===== src/rtl/arb_2x1_if.sv =====
// Handshake bundle for the 2:1 round-robin arbiter: two producer channels in, one consumer channel out.
interface arb_2x1_if #(
    parameter int unsigned WIDTH = 8
);
    logic             a1_valid;
    logic [WIDTH-1:0] a1_data;
    logic             a1_ready;
    logic             a2_valid;
    logic [WIDTH-1:0] a2_data;
    logic             a2_ready;
    logic             out_valid;
    logic [WIDTH-1:0] out_data;
    logic             out_ready;

    modport slave (
        input  a1_valid, a1_data, a2_valid, a2_data, out_ready,
        output a1_ready, a2_ready, out_valid, out_data
    );

    modport master (
        output a1_valid, a1_data, a2_valid, a2_data, out_ready,
        input  a1_ready, a2_ready, out_valid, out_data
    );
endinterface


===== src/rtl/arb_2x1.sv =====
// 2:1 round-robin arbiter feeding a single registered output stage (EMPTY/FULL),
// with a wrapping count of words delivered downstream.
module arb_2x1 #(
    parameter int unsigned WIDTH = 8
) (
    input  logic           clk,
    input  logic           rst_n,
    arb_2x1_if.slave       bus,
    output logic           s,
    output logic [15:0]    xfer_cnt
);
    typedef enum logic {EMPTY, FULL} state_t;

    state_t           state, state_next;
    logic [WIDTH-1:0] data_q;
    logic             last1_q;
    logic             load_ok;
    logic             grant1;
    logic             grant2;
    logic             take1;
    logic             take2;
    logic             deliver;

    always_ff @(posedge clk or negedge rst_n) begin
        if (!rst_n) state <= EMPTY;
        else        state <= state_next;
    end

    always_comb begin
        state_next = state;
        case (state)
            EMPTY: if (take1 || take2) state_next = FULL;
            FULL:  if (bus.out_ready && !(take1 || take2)) state_next = EMPTY;
            default: state_next = EMPTY;
        endcase
    end

    // Readies are gated by rst_n so nothing is offered while reset is asserted.
    always_comb begin
        load_ok      = (state == EMPTY) || bus.out_ready;
        grant1       = bus.a1_valid && (!bus.a2_valid || !last1_q);
        grant2       = bus.a2_valid && (!bus.a1_valid ||  last1_q);
        bus.a1_ready = rst_n && load_ok && grant1;
        bus.a2_ready = rst_n && load_ok && grant2;
        take1        = bus.a1_ready;
        take2        = bus.a2_ready;
        deliver      = (state == FULL) && bus.out_ready;
        bus.out_valid = (state == FULL);
        bus.out_data  = data_q;
    end

    always_ff @(posedge clk or negedge rst_n) begin
        if (!rst_n) begin
            data_q  <= '0;
            s       <= 1'b0;
            last1_q <= 1'b0;
        end else if (take1) begin
            data_q  <= bus.a1_data;
            s       <= 1'b1;
            last1_q <= 1'b1;
        end else if (take2) begin
            data_q  <= bus.a2_data;
            s       <= 1'b0;
            last1_q <= 1'b0;
        end
    end

    always_ff @(posedge clk or negedge rst_n) begin
        if (!rst_n)       xfer_cnt <= '0;
        else if (deliver) xfer_cnt <= xfer_cnt + 16'd1;
    end
endmodule


===== src/flat_wrapper.sv =====
// flat-port wrapper written by rule: the top's interface ports become plain ports
module arb_2x1_flat 
#(
    parameter int unsigned WIDTH = 8
)
  (clk, rst_n, s, xfer_cnt, bus_a1_valid, bus_a1_data, bus_a2_valid, bus_a2_data, bus_out_ready, bus_a1_ready, bus_a2_ready, bus_out_valid, bus_out_data);
  arb_2x1_if #(.WIDTH(WIDTH)) bus_i ();
  input  logic clk;
  input  logic rst_n;
  output logic s;
  output logic [15:0] xfer_cnt;
  input wire logic [$bits(bus_i.a1_valid)-1:0] bus_a1_valid;
  input wire logic [$bits(bus_i.a1_data)-1:0] bus_a1_data;
  input wire logic [$bits(bus_i.a2_valid)-1:0] bus_a2_valid;
  input wire logic [$bits(bus_i.a2_data)-1:0] bus_a2_data;
  input wire logic [$bits(bus_i.out_ready)-1:0] bus_out_ready;
  output wire logic [$bits(bus_i.a1_ready)-1:0] bus_a1_ready;
  output wire logic [$bits(bus_i.a2_ready)-1:0] bus_a2_ready;
  output wire logic [$bits(bus_i.out_valid)-1:0] bus_out_valid;
  output wire logic [$bits(bus_i.out_data)-1:0] bus_out_data;
  assign bus_i.a1_valid = bus_a1_valid;
  assign bus_i.a1_data = bus_a1_data;
  assign bus_i.a2_valid = bus_a2_valid;
  assign bus_i.a2_data = bus_a2_data;
  assign bus_i.out_ready = bus_out_ready;
  assign bus_a1_ready = bus_i.a1_ready;
  assign bus_a2_ready = bus_i.a2_ready;
  assign bus_out_valid = bus_i.out_valid;
  assign bus_out_data = bus_i.out_data;
  arb_2x1 #(.WIDTH(WIDTH)) u_core (.clk(clk), .rst_n(rst_n), .bus(bus_i), .s(s), .xfer_cnt(xfer_cnt));
endmodule

===== config.mk =====
export PLATFORM = sky130hd
export DESIGN_NAME = arb_2x1_flat
export DESIGN_NICKNAME = d
export VERILOG_FILES = /design/src/rtl/arb_2x1_if.sv /design/src/rtl/arb_2x1.sv /design/src/flat_wrapper.sv
export SDC_FILE = /design/constraint.sdc
export NUM_CORES = 1
export LEC_CHECK = 0
export ABC_AREA = 0
export BUFFER_PORTS_ARGS = -buffer_cell sky130_fd_sc_hd__buf_2
export CAP_MARGIN = 20
export CELL_PAD_IN_SITES_DETAIL_PLACEMENT = 0
export CELL_PAD_IN_SITES_GLOBAL_PLACEMENT = 1
export CORE_MARGIN = 3
export CORE_UTILIZATION = 36
export CTS_CLUSTER_DIAMETER = 200
export DETAILED_ROUTE_END_ITERATION = 16
export PLACE_DENSITY_LB_ADDON = 0.1
export SYNTH_ARGS = -nofsm -noshare
export SYNTH_HDL_FRONTEND = slang
export SYNTH_SLANG_ARGS = --single-unit
export TNS_END_PERCENT = 30

===== constraint.sdc =====
create_clock -name clk -period 1.8 [get_ports clk]
set_input_delay 0.36 -clock clk [delete_from_list [all_inputs] [get_ports clk]]
set_output_delay 0.36 -clock clk [all_outputs]
set_load 0.01 [all_outputs]

==> impl_metrics.env, run 1 <==
export IMPL_crit_type="reg2out"
export IMPL_core_mm2=0.00310
export IMPL_num_io_pins=49
export IMPL_h_tree_depth=1
export IMPL_port_buffers=48
export IMPL_antenna_found_initial=0
export IMPL_tightest_slew_ns=0.447
export IMPL_synth_top_area_share_pct=54.3
export IMPL_synth_seq_cells=26
export IMPL_dp_cells=186
export IMPL_clockBufferDepth=2
export IMPL_multi_input_area_um2=541
export IMPL_post_cts_resized=0
export IMPL_dp_hpwl_mm=1.73
export IMPL_async_flop_share_pct=100
export IMPL_grt_overflow=0
export IMPL_wl_mm=2.30
export IMPL_grt_pass1_vias=920
export IMPL_holdWs_ns=0.0716
export IMPL_netlist_top_cells_area="dfrtp_1, mux2_2, xnor2_1"
export IMPL_finalCritPeriodShare_pct=92.9
export IMPL_synth_most_common_cell="dfrtp_1"
export IMPL_crit_start="u_core.bus.out_valid$_DFF_PN0_"
export IMPL_power_density_mw_per_mm2=1040
export IMPL_yosysUniqueCellTypes=21
export IMPL_vdd_drop_max_uv=513
export IMPL_grt_max_degree=24
export IMPL_max_slew_margin_pct=70.2
export IMPL_synth_edf_count=0
export IMPL_postSynthAreaPerCell_um2=13.0
export IMPL_clock_skew_ns=0.00446
export IMPL_regArea_um2=651
export IMPL_drc=0
export IMPL_clock_sinks=26
export IMPL_cp_start_kind="flop"
export IMPL_die_area_mm2=0.00406
export IMPL_worst_r2r_startpoint="u_core.xfer_cnt[4]$_DFFE_PN0P_"
export IMPL_placed_area_mm2=0.00151
export IMPL_cp_arrival_ns=1.31
export IMPL_hp_class="in2async"
export IMPL_drt_vias_per_instance=4.50
export IMPL_ys_flop_type="dfrtp_1"
export IMPL_maxCapViolCount=0
export IMPL_clockRootBuffer="clkbuf_4"
export IMPL_num_rows=20
export IMPL_wl_per_cell_um=12.0
export IMPL_die_w_um=63.7
export IMPL_yosys_warnings=0
export IMPL_route_vias_total=864
export IMPL_clk_latency_ns=0.31
export IMPL_final_util_pct=50.9
export IMPL_cp_end_kind="output pin"
export IMPL_rsz0062_at_grt="no"
export IMPL_start_util_pct=38.6
export IMPL_status="complete, no violations"
export IMPL_fp_dieH_um=63.7
export IMPL_layout_cells_non_filler=192
export IMPL_area_delta_synth_final_pct=31.7
export IMPL_tritoncts="built"
export IMPL_postSynthCellCount=92
export IMPL_fin_nets=171
export IMPL_setup_viol=0
export IMPL_crit_fanout=4
export IMPL_period_needed_ns=1.67
export IMPL_drive_above_1_share_pct=52.0
export IMPL_hold_viol=0
export IMPL_fin_area_mm2=0.00158
export IMPL_num_fill_cells=308
export IMPL_synth_top_area_cell="dfrtp_1"
export IMPL_synth_area_mm2=0.00120
export IMPL_fmax_mhz=598
export IMPL_slew_viol_final=0
export IMPL_leakagePower_nw=0.808
export IMPL_grt_pass1_wl_mm=4.08
export IMPL_grt_usage_pct=12.7
export IMPL_gp_congestion=0.680
export IMPL_drt_iter0_drc=22
export IMPL_firstDrtPassIters=2
export IMPL_ys_seq_area_share_pct=54.3
export IMPL_synth_fp_nets=114
export IMPL_critPathRequiredTime_ns=1.44
export IMPL_antenna_cells=0
export IMPL_yosys_top_cells_count="dfrtp_1, mux2_2, xnor2_1"
export IMPL_tns_ns=0
export IMPL_cts_clk_slew_worst_paths_ns=0.14
export IMPL_ant_nets=0
export IMPL_cts_made_buffers=3
==> flip-flops by register name, indices dropped and copies added (netlist names) <==
register and flops:
u_core.bus.out_data 8, u_core.last1_q 1, u_core.bus.out_valid 1, u_core.xfer_cnt 16
==> worst paths after layout <==
kind | endpoint | slack [ns] | cells after the start
worst min-delay path | u_core.bus.out_data[6]$_DFFE_PN0P_ | 0.07 | 2
worst min register to register | u_core.xfer_cnt[15]$_DFFE_PN0P_ | 0.48 | 1
max in group asynchronous | u_core.xfer_cnt[1]$_DFFE_PN0P_ | 1.19 | 2
min in group clk | u_core.last1_q$_DFFE_PN0P_ | 0.28 | 2
worst max-delay path | bus_a2_ready | 0.13 | 4
worst max register to register | u_core.xfer_cnt[15]$_DFFE_PN0P_ | 0.35 | 4
==> cell usage in the layout, fill, tap and decap left out <==
cell type / count
buf_4: 3
nor2_1: 2
nor4_4: 1
ha_1: 1
nand2_1: 7
and3_1: 4
bufinv_16: 1
xnor2_1: 11
nand3_1: 6
clkbuf_4: 3
a31oi_1: 1
nand4_1: 2
xor2_1: 4
nand4_4: 1
nand2b_1: 1
mux2_2: 17
and2_2: 1
buf_2: 48
nor3_1: 1
a21oi_1: 1
nand2b_4: 1
dlygate4sd3_1: 1
dfrtp_1: 26
inv_1: 2
o21ai_2: 1
and4_1: 1
==> worst max-delay path, stage by stage (launching register included) <==
cell      delay (ns)
dfrtp_1         0.41
nand2b_4        0.08
and2_2          0.22
and3_1          0.16
buf_2           0.13
==> logic make-up (layout without fill, tap and decap cells) <==
family	after synthesis	count (layout)	synth area share, %
XOR/XNOR	15	15	11.0
AO/OA/AOI/OAI	3	3	1.67
AND/OR/NAND/NOR	28	28	15.4
adder cells (fa/ha/maj)	1	1	1.04
buffers and inverters	2	58	0.627
multiplexers	17	17	16.0
flip-flops	26	26	54.3
==> where the power goes <==
group	switching [mW]	internal, mW	leakage (nW)
clock network	0.168	0.225	0.0279
logic	0.219	0.224	0.452
registers	0.0995	0.699	0.328
total	0.486	1.15	0.808
==> stage by stage <==
step                setup WS (ns)  total power [mW]
global placement            0.260              1.25
finish                      0.128              1.63
global route               0.0434              1.76
CTS                        0.0582              1.66
detailed placement          0.247              1.26
floorplan                   0.415              1.06
==> routing by layer <==
metal,vias up,track usage (%),part of all wire (%)
met3,2,4.10,9.1
met5,-,0,0
met2,33,19.6,43
met1,396,16.1,47
met4,0,5.66,1.0
li1,433,-,-
==> final cells by class <==
cell class / count / share of cell area [%]
Tap cell: 44 / 3.49
Inverter: 2 / 0.475
Clock inverter: 1 / 1.90
Multi-Input combinational cell: 64 / 34.2
Sequential cell: 26 / 41.2
Clock buffer: 3 / 1.43
Timing Repair Buffer: 52 / 17.3
==> repair_timing <==
action                                 4_1_cts  5_1_grt
setup endpoints to repair                    0        1
hold buffers                                 1        0
buffers inserted                             0        1
endpoints found under the hold margin        3        0
No activity file was read; power rests on OpenSTA's default activity.
==> run 2, diff against run 1 <==
==> constraint.sdc (replaced) <==
create_clock -name clk -period 1.8 [get_ports clk]
set_input_delay 0.36 -clock clk [delete_from_list [all_inputs] [get_ports clk]]
set_output_delay 0.36 -clock clk [all_outputs]
set_load 0.1 [all_outputs]
==> run 2 against run 1 <==
Compared with the run above:
- fmax fell by 4.5%
- worst hold slack improved by 0.0077 ns
- clock power rose by 1%
- clock-buffer cell count did not move
- non-clock buffer count rose by 1
- sequential cell count did not move
- global-route usage fell by 0.24 points
- first-iteration DRC count fell by 14%
- worst setup slack got worse by 0.079 ns
- largest cell class unchanged
==> impl_metrics.env, run 2 (synthesized netlist as in run 1, its figures left out) <==
export IMPL_clk_latency_ns=0.32
export IMPL_routed_top_layer="met4"
export IMPL_die_w_um=63.7
export IMPL_firstDrtPassIters=2
export IMPL_met2_length_mm=1.04
export IMPL_r2r_setup_slack_ns=0.26
export IMPL_regArea_um2=669
export IMPL_cp_end_kind="output pin"
export IMPL_fmax_mhz=571
export IMPL_route_vias_total=904
export IMPL_gp_congestion=0.742
export IMPL_slew_viol_final=0
export IMPL_port_buffers=48
export IMPL_drive_above_1_share_pct=62.4
export IMPL_cts_clk_slew_worst_paths_ns=0.15
export IMPL_die_area_mm2=0.00406
export IMPL_fp_dieH_um=63.7
export IMPL_max_stage_delay_ns=0.45
export IMPL_cp_start_kind="flop"
export IMPL_start_util_pct=38.6
export IMPL_tritoncts="built"
export IMPL_crit_type="reg2out"
export IMPL_antenna_found_initial=0
export IMPL_clock_sinks=26
export IMPL_wl_met3_um=225
export IMPL_grt_pass1_vias=868
export IMPL_layout_cells_non_filler=193
export IMPL_num_io_pins=49
export IMPL_ant_nets=0
export IMPL_placed_area_mm2=0.00156
export IMPL_grt_usage_pct=12.4
export IMPL_num_fill_cells=304
export IMPL_final_common_cell="buf_2"
export IMPL_worst_r2r_startpoint="u_core.last1_q$_DFFE_PN0P_"
export IMPL_holdWs_ns=0.0793
export IMPL_slowest_stage="dfrtp_2"
export IMPL_clock_skew_ns=0.0134
export IMPL_core_mm2=0.00310
export IMPL_met1_length_mm=1.03
export IMPL_dp_cells=186
export IMPL_tightest_slew_ns=0.493
export IMPL_setup_viol=0
export IMPL_antenna_cells=0
export IMPL_r2r_cells=5
export IMPL_layout_common_cells="buf_2, mux2_2, dfrtp_1"
export IMPL_wl_mm=2.31
export IMPL_drt_iter0_drc=19
export IMPL_worstPathCellList="nand2b_4 > and2_4 > and3_2 > buf_12"
export IMPL_status="complete, no violations"
export IMPL_finalCritPeriodShare_pct=97.3
export IMPL_drt_vias_per_instance=4.68
export IMPL_largest_register_ffs=16
export IMPL_clockBufferDepth=2
export IMPL_wl_per_cell_um=12.0
export IMPL_grt_pass1_wl_mm=4.03
export IMPL_hp_class="in2async"
export IMPL_area_delta_synth_final_pct=37.0
export IMPL_h_tree_depth=1
export IMPL_largest_register="u_core.xfer_cnt"
export IMPL_dp_hpwl_mm=1.77
export IMPL_drc=0
export IMPL_num_rows=20
export IMPL_clockRootBuffer="clkbuf_4"
export IMPL_hold_viol=0
export IMPL_max_slew_margin_pct=67.3
export IMPL_critPathRequiredTime_ns=1.44
export IMPL_crit_fanout=4
export IMPL_vdd_drop_max_uv=1140
export IMPL_grt_max_degree=26
export IMPL_maxCapViolCount=0
export IMPL_grt_overflow=0
export IMPL_rr_endpoint="u_core.bus.out_data[0]$_DFFE_PN0P_"
export IMPL_fin_area_mm2=0.00164
export IMPL_power_mw=2.52
export IMPL_period_needed_ns=1.75
export IMPL_multi_input_area_um2=543
export IMPL_fin_nets=172
export IMPL_leakagePower_nw=0.795
export IMPL_cp_arrival_ns=1.39
export IMPL_tns_ns=0
export IMPL_power_density_mw_per_mm2=1530
export IMPL_cts_made_buffers=3
## run 2: worst max-delay path: cells and delay by family, from the launching register on
kind,cells,cell delay [ns]
DFF,1,0.45
and+or+nand+nor,3,0.45
buffers and inverters,1,0.17
## run 2: metrics by stage
stage | worst slack [ns] | util (%)
2_1_floorplan | -0.0241 | -
3_3_place_gp | 0.229 | 50.4
3_5_place_dp | 0.211 | 50.4
4_1_cts | 0.0109 | 52.7
5_1_grt | -0.00362 | 52.9
6_report | 0.0493 | 52.9
## run 2: area by class of cell
type | instances | area share, %
flip-flops and latches | 26 | 40.8
multi-input cells | 64 | 33.1
repair buffers | 53 | 18.9
well taps | 44 | 3.35
clock inverters | 1 | 1.83
clock buffers | 3 | 1.37
inverters | 2 | 0.686
## run 2: repair_timing
action	in CTS	in global routing
hold buffers	1	0
resized for setup	1	0
pin swaps	1	0
endpoints found under the hold margin	1	0
endpoints found under the setup margin	2	1
setup buffers	1	1
## run 2: how the worst max path moves through the flow
stage	startpoint	endpoint	cells past startpoint
after global placement	bus_out_ready	bus_a2_ready	5
after CTS	u_core.bus.out_valid$_DFF_PN0_	bus_a2_ready	4
after global routing	u_core.bus.out_valid$_DFF_PN0_	bus_a2_ready	4
after floorplan	u_core.bus.out_valid$_DFF_PN0_	bus_a2_ready	3
after detailed placement	bus_out_ready	bus_a2_ready	5
final	u_core.bus.out_valid$_DFF_PN0_	bus_a2_ready	4
## run 2: layer usage
metal | up-vias | track usage (%)
met5 | - | 0
met4 | 0 | 4.85
met3 | 2 | 3.39
met2 | 34 | 19.3
met1 | 432 | 16.4
li1 | 436 | -
## run 2: power by group
group	switching, mW	leakage [nW]	internal, mW
Clock	0.173	0.0279	0.225
Combinational	1.06	0.455	0.240
Sequential	0.104	0.312	0.717
==> run 3, diff against run 2 <==
- BUFFER_PORTS_ARGS: -buffer_cell sky130_fd_sc_hd__buf_2 -> -buffer_cell sky130_fd_sc_hd__buf_4
- CAP_MARGIN: 20 -> default
==> run 3 against run 2 <==
Compared with the run above:
- wire length up 5.5%
- worst hold slack worse by 0.053 ns
- worst setup slack better by 0.012 ns
- first-iteration DRC count up 16%
- clock skew down 0.012 ns
- sequential cell count unchanged
- power down 1.1%
- via count up 0.44%
- sequential power up 0.7%
- final area up 6.4%
- critical path type unchanged
- critical endpoint unchanged
- highest routed layer unchanged
==> impl_metrics.env, run 3 (synthesized netlist as in run 1, its figures left out) <==
export IMPL_fp_dieH_um=63.7
export IMPL_slew_viol_final=0
export IMPL_cts_made_buffers=3
export IMPL_num_io_pins=49
export IMPL_die_w_um=63.7
export IMPL_hp_class="in2async"
export IMPL_start_util_pct=38.6
export IMPL_route_vias_total=908
export IMPL_port_buffers=48
export IMPL_final_common_cell="buf_4"
export IMPL_crit_type="reg2out"
export IMPL_gp_congestion=0.728
export IMPL_wl_mm=2.44
export IMPL_setup_slack_ns=0.0614
export IMPL_clockRootBuffer="clkbuf_4"
export IMPL_grt_usage_pct=12.8
export IMPL_max_slew_margin_pct=67.9
export IMPL_dp_cells=186
export IMPL_grt_max_degree=18
export IMPL_largest_register_ffs=16
export IMPL_vdd_drop_max_uv=1030
export IMPL_tightest_slew_ns=0.482
export IMPL_antenna_cells=0
export IMPL_drive_above_1_share_pct=62.7
export IMPL_fin_nets=173
export IMPL_layout_cells_non_filler=194
export IMPL_finalCritPeriodShare_pct=96.6
export IMPL_dp_hpwl_mm=1.85
export IMPL_grt_pass1_vias=886
export IMPL_r2r_cells=6
export IMPL_period_needed_ns=1.74
export IMPL_drt_vias_per_instance=4.68
export IMPL_dp_worst_setup_slack_ns=0.176
export IMPL_cp_end_kind="output pin"
export IMPL_worst_r2r_startpoint="u_core.bus.out_valid$_DFF_PN0_"
export IMPL_holdWs_ns=0.0265
export IMPL_clock_sinks=26
export IMPL_cp_start_kind="flop"
export IMPL_firstDrtPassIters=4
export IMPL_crit_start="u_core.bus.out_valid$_DFF_PN0_"
export IMPL_power_density_mw_per_mm2=1430
export IMPL_setup_viol=0
export IMPL_fmax_mhz=575
export IMPL_core_mm2=0.00310
export IMPL_maxCapViolCount=0
export IMPL_ant_nets=0
export IMPL_status="complete, no violations"
export IMPL_power_mw=2.49
export IMPL_largest_register="u_core.xfer_cnt"
export IMPL_num_fill_cells=298
export IMPL_tritoncts="built"
export IMPL_cts_clk_slew_worst_paths_ns=0.13
export IMPL_grt_pass1_wl_mm=4.09
export IMPL_num_rows=20
export IMPL_critPathRequiredTime_ns=1.44
export IMPL_clock_skew_ns=0.00171
export IMPL_grt_overflow=0
export IMPL_rr_endpoint="u_core.bus.out_data[3]$_DFFE_PN0P_"
export IMPL_rsz0062_at_grt="no"
export IMPL_antenna_found_initial=0
export IMPL_h_tree_depth=1
export IMPL_r2r_setup_slack_ns=0.22
export IMPL_clk_latency_ns=0.31
export IMPL_drt_iter0_drc=22
export IMPL_drc=0
export IMPL_cp_arrival_ns=1.38
export IMPL_hold_viol=0
export IMPL_layout_common_cells="buf_4, mux2_2, dfrtp_1"
export IMPL_leakagePower_nw=0.820
export IMPL_wl_per_cell_um=12.6
export IMPL_die_area_mm2=0.00406
export IMPL_clockBufferDepth=2
export IMPL_crit_fanout=4
export IMPL_area_delta_synth_final_pct=45.7
-- run 3: cell types whose count changed in the layout (fill, tap and decap cells not counted), sizes merged --
| cell | delta |
|---|---|
| buf | +1 |
| bufinv | -1 |
| clkbuf | +1 |
-- run 3: critical path, cell delays in order (launching register included) --
cell,delay [ns]
dfrtp_2,0.46
nand2b_4,0.09
and2_4,0.15
and3_4,0.19
buf_12,0.17
-- run 3: power by group --
group          switching (mW)  internal (mW)
sequential              0.109          0.717
clock                   0.162          0.124
combinational            1.06          0.320
total                    1.33           1.16
-- run 3: area by class of cell --
class,count,area [um^2],area share (%)
multi-input cells,64,547,31.3
clock buffers,4,36.3,2.08
inverters,2,11.3,0.645
repair buffers,54,428,24.5
flip-flops and latches,26,669,38.3
well taps,44,55.1,3.15
-- run 3: worst max-delay path by stage --
stage                         to  slack (ns)  cells past startpoint
floorplan           bus_a2_ready       -0.02                      3
global placement    bus_a2_ready        0.19                      5
detailed placement  bus_a2_ready        0.18                      5
CTS                 bus_a2_ready       0.001                      4
global route        bus_a2_ready      0.0008                      4
finish              bus_a2_ready        0.06                      4
-- run 3: repair_timing --
item	4_1_cts	5_1_grt
resized for setup	6	1
endpoints found under the setup margin	2	1
hold buffers	1	0
setup buffers	1	2
hold endpoints to repair	9	0
pin swaps	1	1
-- run 3: through the flow --
stage	util [%]	cell area (um^2)	TNS, ns
3_3_place_gp	53.3	1650	0
5_1_grt	56.3	1750	0
6_report	56.3	1750	0
4_1_cts	55.8	1730	0
3_5_place_dp	53.3	1650	0
2_1_floorplan	-	1220	-0.0241
-- run 3: routing by layer --
layer,track usage [%],vias up,part of all wire [%]
li1,-,439,-
met3,4.46,2,11
met4,4.85,0,0.61
met5,0,-,0
met1,15.4,429,41
met2,21.0,38,47
